**src/rtl/acc_datapath_if.sv**
```systemverilog
// Control/data bundle between the decoder-side driver and the accumulator datapath.
// The master drives the control word and operand writes; the slave returns architectural state.
interface acc_datapath_if #(
    parameter int WIDTH = 8
);
    logic [3:0]       CEO;
    logic [2:0]       ALUCode;
    logic             CE;
    logic             CY_CE;
    logic             A_CE;
    logic             in_we;
    logic [1:0]       in_sel;
    logic [WIDTH-1:0] in_data;
    logic [WIDTH-1:0] acc;
    logic             cy;
    logic             zf;
    logic [WIDTH-1:0] out_q;
    logic             sel_err;

    modport master (
        output CEO, ALUCode, CE, CY_CE, A_CE, in_we, in_sel, in_data,
        input  acc, cy, zf, out_q, sel_err
    );

    modport slave (
        input  CEO, ALUCode, CE, CY_CE, A_CE, in_we, in_sel, in_data,
        output acc, cy, zf, out_q, sel_err
    );
endinterface

```
**src/rtl/acc_datapath.sv**
```systemverilog
// Accumulator datapath: four operand registers, one-hot operand select, 8-op ALU,
// accumulator with carry/zero flags, output register and sticky illegal-select flag.
module acc_datapath #(
    parameter int WIDTH = 8
) (
    input  logic          clk,
    input  logic          rst,
    acc_datapath_if.slave bus
);
    localparam logic [2:0] OP_ADD  = 3'b000;
    localparam logic [2:0] OP_SUB  = 3'b001;
    localparam logic [2:0] OP_AND  = 3'b010;
    localparam logic [2:0] OP_OR   = 3'b011;
    localparam logic [2:0] OP_XOR  = 3'b100;
    localparam logic [2:0] OP_NOT  = 3'b101;
    localparam logic [2:0] OP_PASS = 3'b110;
    localparam logic [2:0] OP_ADC  = 3'b111;

    logic [WIDTH-1:0] regs [4];
    logic [WIDTH-1:0] acc_q;
    logic             cy_q;
    logic             zf_q;
    logic [WIDTH-1:0] out_q;
    logic             err_q;

    logic [WIDTH-1:0] b_bus;
    logic             multi_sel;
    logic [WIDTH:0]   alu_full;
    logic [WIDTH-1:0] alu_res;
    logic             alu_c;

    // Zero and multi-hot selects both leave B at 0; only multi-hot is an error.
    always_comb begin
        b_bus = '0;
        case (bus.CEO)
            4'b0001: b_bus = regs[0];
            4'b0010: b_bus = regs[1];
            4'b0100: b_bus = regs[2];
            4'b1000: b_bus = regs[3];
            default: b_bus = '0;
        endcase
    end

    assign multi_sel = (bus.CEO & (bus.CEO - 4'd1)) != 4'd0;

    // Bit WIDTH of the extended result is carry-out for add and borrow for subtract.
    always_comb begin
        alu_full = '0;
        case (bus.ALUCode)
            OP_ADD:  alu_full = {1'b0, acc_q} + {1'b0, b_bus};
            OP_SUB:  alu_full = {1'b0, acc_q} - {1'b0, b_bus};
            OP_AND:  alu_full = {1'b0, acc_q & b_bus};
            OP_OR:   alu_full = {1'b0, acc_q | b_bus};
            OP_XOR:  alu_full = {1'b0, acc_q ^ b_bus};
            OP_NOT:  alu_full = {1'b0, ~acc_q};
            OP_PASS: alu_full = {1'b0, b_bus};
            OP_ADC:  alu_full = {1'b0, acc_q} + {1'b0, b_bus} + {{WIDTH{1'b0}}, cy_q};
            default: alu_full = '0;
        endcase
    end

    assign alu_res = alu_full[WIDTH-1:0];
    assign alu_c   = alu_full[WIDTH];

    always_ff @(posedge clk or posedge rst) begin
        if (rst) begin
            acc_q   <= '0;
            cy_q    <= 1'b0;
            zf_q    <= 1'b1;
            out_q   <= '0;
            err_q   <= 1'b0;
            regs[0] <= '0;
            regs[1] <= '0;
            regs[2] <= '0;
            regs[3] <= '0;
        end else begin
            if (bus.A_CE) begin
                acc_q <= alu_res;
                zf_q  <= (alu_res == '0);
            end
            if (bus.CY_CE) cy_q <= alu_c;
            if (bus.CE) out_q <= acc_q;
            if (multi_sel) err_q <= 1'b1;
            // The ALU read the old value this cycle; the write lands for the next one.
            if (bus.in_we) regs[bus.in_sel] <= bus.in_data;
        end
    end

    assign bus.acc     = acc_q;
    assign bus.cy      = cy_q;
    assign bus.zf      = zf_q;
    assign bus.out_q   = out_q;
    assign bus.sel_err = err_q;
endmodule

```
**src/flat_wrapper.sv**
```systemverilog
// flat-port wrapper written by rule: the top's interface ports become plain ports
module acc_datapath_flat 
#(
    parameter int WIDTH = 8
)
  (clk, rst, bus_CEO, bus_ALUCode, bus_CE, bus_CY_CE, bus_A_CE, bus_in_we, bus_in_sel, bus_in_data, bus_acc, bus_cy, bus_zf, bus_out_q, bus_sel_err);
  acc_datapath_if #(.WIDTH(WIDTH)) bus_i ();
  input  logic clk;
  input  logic rst;
  input wire logic [$bits(bus_i.CEO)-1:0] bus_CEO;
  input wire logic [$bits(bus_i.ALUCode)-1:0] bus_ALUCode;
  input wire logic [$bits(bus_i.CE)-1:0] bus_CE;
  input wire logic [$bits(bus_i.CY_CE)-1:0] bus_CY_CE;
  input wire logic [$bits(bus_i.A_CE)-1:0] bus_A_CE;
  input wire logic [$bits(bus_i.in_we)-1:0] bus_in_we;
  input wire logic [$bits(bus_i.in_sel)-1:0] bus_in_sel;
  input wire logic [$bits(bus_i.in_data)-1:0] bus_in_data;
  output wire logic [$bits(bus_i.acc)-1:0] bus_acc;
  output wire logic [$bits(bus_i.cy)-1:0] bus_cy;
  output wire logic [$bits(bus_i.zf)-1:0] bus_zf;
  output wire logic [$bits(bus_i.out_q)-1:0] bus_out_q;
  output wire logic [$bits(bus_i.sel_err)-1:0] bus_sel_err;
  assign bus_i.CEO = bus_CEO;
  assign bus_i.ALUCode = bus_ALUCode;
  assign bus_i.CE = bus_CE;
  assign bus_i.CY_CE = bus_CY_CE;
  assign bus_i.A_CE = bus_A_CE;
  assign bus_i.in_we = bus_in_we;
  assign bus_i.in_sel = bus_in_sel;
  assign bus_i.in_data = bus_in_data;
  assign bus_acc = bus_i.acc;
  assign bus_cy = bus_i.cy;
  assign bus_zf = bus_i.zf;
  assign bus_out_q = bus_i.out_q;
  assign bus_sel_err = bus_i.sel_err;
  acc_datapath #(.WIDTH(WIDTH)) u_core (.clk(clk), .rst(rst), .bus(bus_i));
endmodule
```
**config.mk**
```make
export PLATFORM = sky130hd
export DESIGN_NAME = acc_datapath_flat
export DESIGN_NICKNAME = d
export VERILOG_FILES = /design/src/rtl/acc_datapath_if.sv /design/src/rtl/acc_datapath.sv /design/src/flat_wrapper.sv
export SDC_FILE = /design/constraint.sdc
export NUM_CORES = 1
export LEC_CHECK = 0
export BUFFER_PORTS_ARGS = -buffer_cell sky130_fd_sc_hd__buf_2
export CORE_ASPECT_RATIO = 0.5
export CORE_MARGIN = 5
export CORE_UTILIZATION = 55
export DETAILED_ROUTE_END_ITERATION = 12
export GPL_ROUTABILITY_DRIVEN = 0
export PLACE_DENSITY = 0.75
export SYNTH_ARGS = -nofsm -noshare
export SYNTH_HDL_FRONTEND = slang
export SYNTH_SLANG_ARGS = --single-unit
```
**constraint.sdc**
```tcl
create_clock -name clk -period 4.25 [get_ports clk]
set_clock_uncertainty 0.2 [all_clocks]
set_input_delay 0.6375 -clock clk [delete_from_list [all_inputs] [get_ports clk]]
set_output_delay 0.6375 -clock clk [all_outputs]
set_load 0.005 [all_outputs]
```
; Yosys cells after proc, flatten, opt, wreduce, memory -nomap -nowiden
; Cells that the tools add are included.
; Widths: inputs -> output; s select.
[op_classes]
add_sub_neg = 4
n_lt_le_gt_ge = 2
n_eq_ne = 11
n_mux = 5
n_bitwise = 6
n_reduce_logical = 4
[op_table]
columns = cell, n
row1 = $pmux 9 s8, 1
row2 = $bwmux 32, 1
row3 = $pmux 8 s4, 1
row4 = $demux 8 s2, 1
row5 = $eq 3x3->1 const B, 4
row6 = $add 8x8->9, 1
row7 = $add 9x1->9, 1
row8 = $sub 8x8->9, 1
row9 = $and 8x8->8, 1
row10 = $logic_not 8->1, 1
row11 = $mux 8, 1
row12 = $not 8->8, 1
row13 = $or 8x8->8, 1
row14 = $xor 8x8->8, 1
row15 = $eq 3x2->1 const B, 2
row16 = $and 4x4->4, 1
row17 = $eq 4x1->1 const B, 1
row18 = $eq 4x2->1 const B, 1
row19 = $eq 4x3->1 const B, 1
row20 = $eq 4x4->1 const B, 1
row21 = $reduce_bool 4->1, 1
row22 = $sub 4x1->4 const B, 1
row23 = $eq 3x1->1 const B, 1
row24 = $ge 3x3->1 const B, 1
row25 = 4 further kinds, 4
[word_totals]
regBits = 51
inputBits = 23
output_inout_bits = 19
word_cells = 41

; Depth between registers and ports, before layout
[logic_depth]
ltp_word = 6
depth_mapped = 16

; Least setup slack after synthesis
; OpenSTA, ideal clock, no wires.
[synth_path]
kind = input-to-reg
from = in bus_CEO[0]
to = reg u_core.zf_q (netlist: u_core.bus.zf)
setup_ns = 0.097
arrival_time_ns = 3.563
required_ns = 3.953
setup_slack_ns = 0.390
stages = 14
path_buffers = 1
path_cell_list = buf_4 nor4b_2 nand2_1 o21ai_2 inv_1 ha_1 nand3_1 a21oi_2 a2111oi_4 xor2_2 o41ai_1 nand2_1 a32o_1 o41ai_2
[synth_between]
elab_chain_len = 6
word_cells_on_any_way = 13
[synth_lines]
columns = element, line
row1 = "start, declared", flat_wrapper.sv:10  ; input wire logic [$bits(bus_i.CEO)-1:0] bus_CEO;
row2 = "$eq 4x4->1, or another cell as far along", acc_datapath.sv:35  ; case (bus.CEO)
row3 = $pmux 8 s4 *, acc_datapath.sv:35
row4 = $add 8x8->9, "acc_datapath.sv:50, acc_datapath.sv:57"
row5 = $add 9x1->9, acc_datapath.sv:57  ; OP_ADC: alu_full = {1'b0, acc_q} + {1'b0, b_bus} + {{WIDTH{1'b0}}, cy_q};
row6 = $pmux 9 s8 *, acc_datapath.sv:49  ; case (bus.ALUCode)
row7 = $logic_not 8->1 *, acc_datapath.sv:79  ; zf_q <= (alu_res == '0);
row8 = "end signal, assigned", acc_datapath.sv:79
row9 = "end, declared", acc_datapath.sv:22  ; logic zf_q;
; Mark *: on every way between the ends. The rest lies on a longest branch, timed or not.
; A chain may end at the register's enable or synchronous reset.

; Worst setup path after layout
[layout_path]
from = in bus_CEO[2]
to = reg u_core.zf_q (netlist: u_core.bus.zf)
; Same word-level chain as after synthesis.

==> out/qor.csv <==
stage,metric,value,unit
status,outcome,"finished, final reports clean",
die,I/O pin cnt,42,
pwr,Tot Pwr,1.976,mW
global_route,initial antenna violation count,0,
detailed_routing,remaining antenna violation count,0,
clock_tree,CTS Buf Count,5,
detailed_routing,DR vias/cell,6.512,
sta,Max Freq,249.2,MHz
logic_synthesis,Mapped Cells,396,
pwr,Leak,1.971,nW
clock_tree,H-Tree Depth,2,
detailed_routing,drt first-iter violations,423,
sta,relative slew slack,29.07,%
logic_synthesis,fraction of the yosys area taken by sequential cells,32.52,%
die,core footprint,0.006805,mm²
die,die area,0.009036,mm²
clock_tree,CTS resizes,0,
global_route,global-route wire length before repair,17.45,mm
die,FP Rows,21,
logic_synthesis,Mean Syn Cell Area,9.921,µm²
cells_and_area,share of post-route cells with drive strength above 1,32.13,%
detailed_routing,drc violations,0,
sta,RSZ-0062 raised after global routing,false,
cells_and_area,Diodes inserted,0,
logic_synthesis,synthesized area,0.003929,mm²
worst_setup_path,"critical path fanouts, max",8,
pwr,PwrDens,445.6,mW/mm²
clock_tree,CTS Sinks,51,
clock_tree,clock-pin slew on the worst setup and hold paths,0.07,ns
worst_setup_path,CP Launch Type,input port,
detailed_routing,drt wl/cell,19.86,µm
clock_tree,Clock Latency Late Sink,0.29,ns
detailed_routing,Vias,3497,
detailed_routing,Pre-antenna DRT Iters,5,
cells_and_area,nets@finish,499,
global_route,largest net degree at the start of global routing,52,
clock_tree,clk buf depth,2,
logic_synthesis,post-synthesis register bit count,51,
logic_synthesis,"EDFF count, synth",0,
placement,input/output buffers,41,
sta,post-layout minimum cycle time,4.013,ns
sta,Finish-stage setup viols,0,
cells_and_area,area grow syn2layout,12.87,%
pwr,worst vdd rail ir drop,0.0001933,V
global_route,gr ovfl total,0,
worst_setup_path,"Req. time, crit path",4.24,ns
sta,fin crit share,94.41,%
sta,Post-Route Setup TNS,0,ns
placement,DP HPWL,8.005,mm
worst_setup_path,critical path endpoint category,flop,
die,Die W,129.5,µm
global_route,number of global-route vias before repair,3524,
sta,Max Slew Vio Count,0,
logic_synthesis,yosys warns,0,
die,Die H,69.77,µm
clock_tree,total setup buffers inserted after CTS,0,
sta,worst slew pin tran,1.062,ns
clock_tree,CTS tree,yes,
logic_synthesis,"Async S/R FF share, synth",100.0,%
logic_synthesis,Synth cell types,74,
die,Initial Utilization,57.73,%
logic_synthesis,Post-synth top flop,dfrtp_1,
worst_setup_path,CP Class,in -> reg,
flow_run,Max-cap violations,0,
worst_setup_path,Worst Path Arrival,4.00,ns
sta,Fin. Hold Viols,0,
logic_synthesis,syn nets,451,
hold_path,worst min-delay path class,reg -> reg,
detailed_routing,Routed Wire Length,10.67,mm
global_route,Tot GR Track Use,23.90,%
clock_tree,Root Driver,clkbuf_16,
clock_tree,cts hold-fix bufs,0,
[path summary, 6_finish.rpt]
kind | startpoint | end | slack [ns] | depth (start not counted)
hold / removal | u_core.bus.sel_err$_DFFE_PP0P_ | u_core.bus.sel_err$_DFFE_PP0P_ | 0.30 | 1
min in group asynchronous | rst | u_core.bus.out_q[6]$_DFFE_PP0P_ | 0.41 | 2
setup / recovery | bus_CEO[2] | u_core.bus.zf$_DFFE_PP1P_ | 0.24 | 15
hold reg to reg | u_core.bus.sel_err$_DFFE_PP0P_ | u_core.bus.sel_err$_DFFE_PP0P_ | 0.30 | 1
max in group asynchronous | rst | u_core.regs[21]$_DFFE_PP0P_ | 2.79 | 2
setup reg to reg | u_core.regs[10]$_DFFE_PP0P_ | u_core.bus.zf$_DFFE_PP1P_ | 0.66 | 12
[sequential cells by signal (all words and copies together), names as in the netlist]
signal and count:
u_core.bus.acc 8, u_core.bus.cy 1, u_core.bus.out_q 8, u_core.bus.sel_err 1, u_core.bus.zf 1, u_core.regs 32
[cell type report]
cell class / count / area, µm²
clock buffer: 6 / 128.9
clock inverter: 2 / 38.79
fill: 531 / 2371
inverter: 28 / 107.6
multi-input combinational: 301 / 2441
sequential: 51 / 1277
tap: 92 / 115.1
timing repair buffer: 57 / 325.3
[metal layers]
layer  share of wire [%]  global-route usage, %
met1                  43                  30.99
met2                  47                  40.19
met3                 7.2                  3.923
met4                 2.6                  8.641
met5                   0                      0
[where the power goes]
group	internal, mW	leakage [nW]	total, mW	switching (mW)
clock	0.280	0.0815	0.459	0.179
combinational	0.372	1.28	0.836	0.464
sequential	0.588	0.607	0.680	0.0921
total	1.24	1.97	1.98	0.735
[logic make-up (layout without fill, tap and decap cells)]
group | after synthesis | in the layout | share of synthesized area, %
AOI/OAI and AO/OA | 113 | 113 | 23.03
xor gates and xnor gates | 12 | 12 | 2.867
adders and majority gates | 33 | 33 | 10.83
buffers and inverters | 44 | 93 | 5.350
DFF | 51 | 51 | 32.52
muxes | 44 | 44 | 12.58
and+or+nand+nor | 99 | 99 | 12.83
[cell usage in the layout (no fill, tap or decap), types with 4 or more instances in the layout]
cell type	count
a21oi_1	17
a22oi_1	7
a22oi_2	4
a31oi_1	4
buf_2	41
buf_4	16
clkbuf_16	5
dfrtp_1	50
ha_1	30
inv_1	22
inv_2	5
mux2_2	43
nand2_1	29
nand2b_1	11
nand3_1	10
nand4_1	4
nor2_1	21
nor3_1	6
o21ai_0	16
o21ai_1	4
o221ai_1	5
xnor2_1	9
[cells in the mapped netlist, types with 3 or more instances]
cell type	number	share of area [%]
dfrtp_1	50	32
mux2_2	43	12
ha_1	30	9.6
nand2_1	29	2.8
inv_1	23	2.2
nor2_1	21	2.0
a21oi_1	17	2.2
o21ai_0	16	2.0
nand2b_1	11	1.8
nand3_1	10	1.3
xnor2_1	9	2.0
a22oi_1	7	1.3
buf_2	7	0.89
nor3_1	6	0.76
o221ai_1	5	1.1
a22oi_2	4	1.3
a31oi_1	4	0.64
buf_6	4	1.1
inv_2	4	0.38
nand4_1	4	0.64
o21ai_1	4	0.51
a21oi_2	3	0.67
a2bb2oi_1	3	0.67
a32oi_1	3	0.67
clkbuf_1	3	0.29
nand3b_1	3	0.57
nor2b_1	3	0.48
o211ai_1	3	0.57
o21ai_2	3	0.67
o22ai_1	3	0.48
o31ai_1	3	0.57
[critical path, stage by stage]
cell,delay (ns)
buf_2,0.14
nor2b_1,0.14
buf_4,0.17
a22oi_1,0.21
a2bb2oi_1,0.17
o21a_1,0.25
ha_1,0.31
nand3_1,0.26
a21oi_2,0.13
a2111oi_4,0.35
xor2_2,0.17
o41ai_1,0.45
nand2_1,0.13
a32o_1,0.27
o41ai_2,0.22
[stage by stage]
stage	setup slack (ns)	hold slack (ns)	util, %	area (µm²)	cells
finish	0.2374	0.2983	65.16	4434	537
global route	0.02317	0.3169	65.16	4434	537
CTS	0.2972	0.2927	65.16	4434	537
detailed placement	0.008740	0.2646	62.70	4267	529
global placement	0.2146	0.2561	62.70	4267	529
floorplan	0.3900	0.2678	-	3929	396
Power figures use the tool's default switching activity.
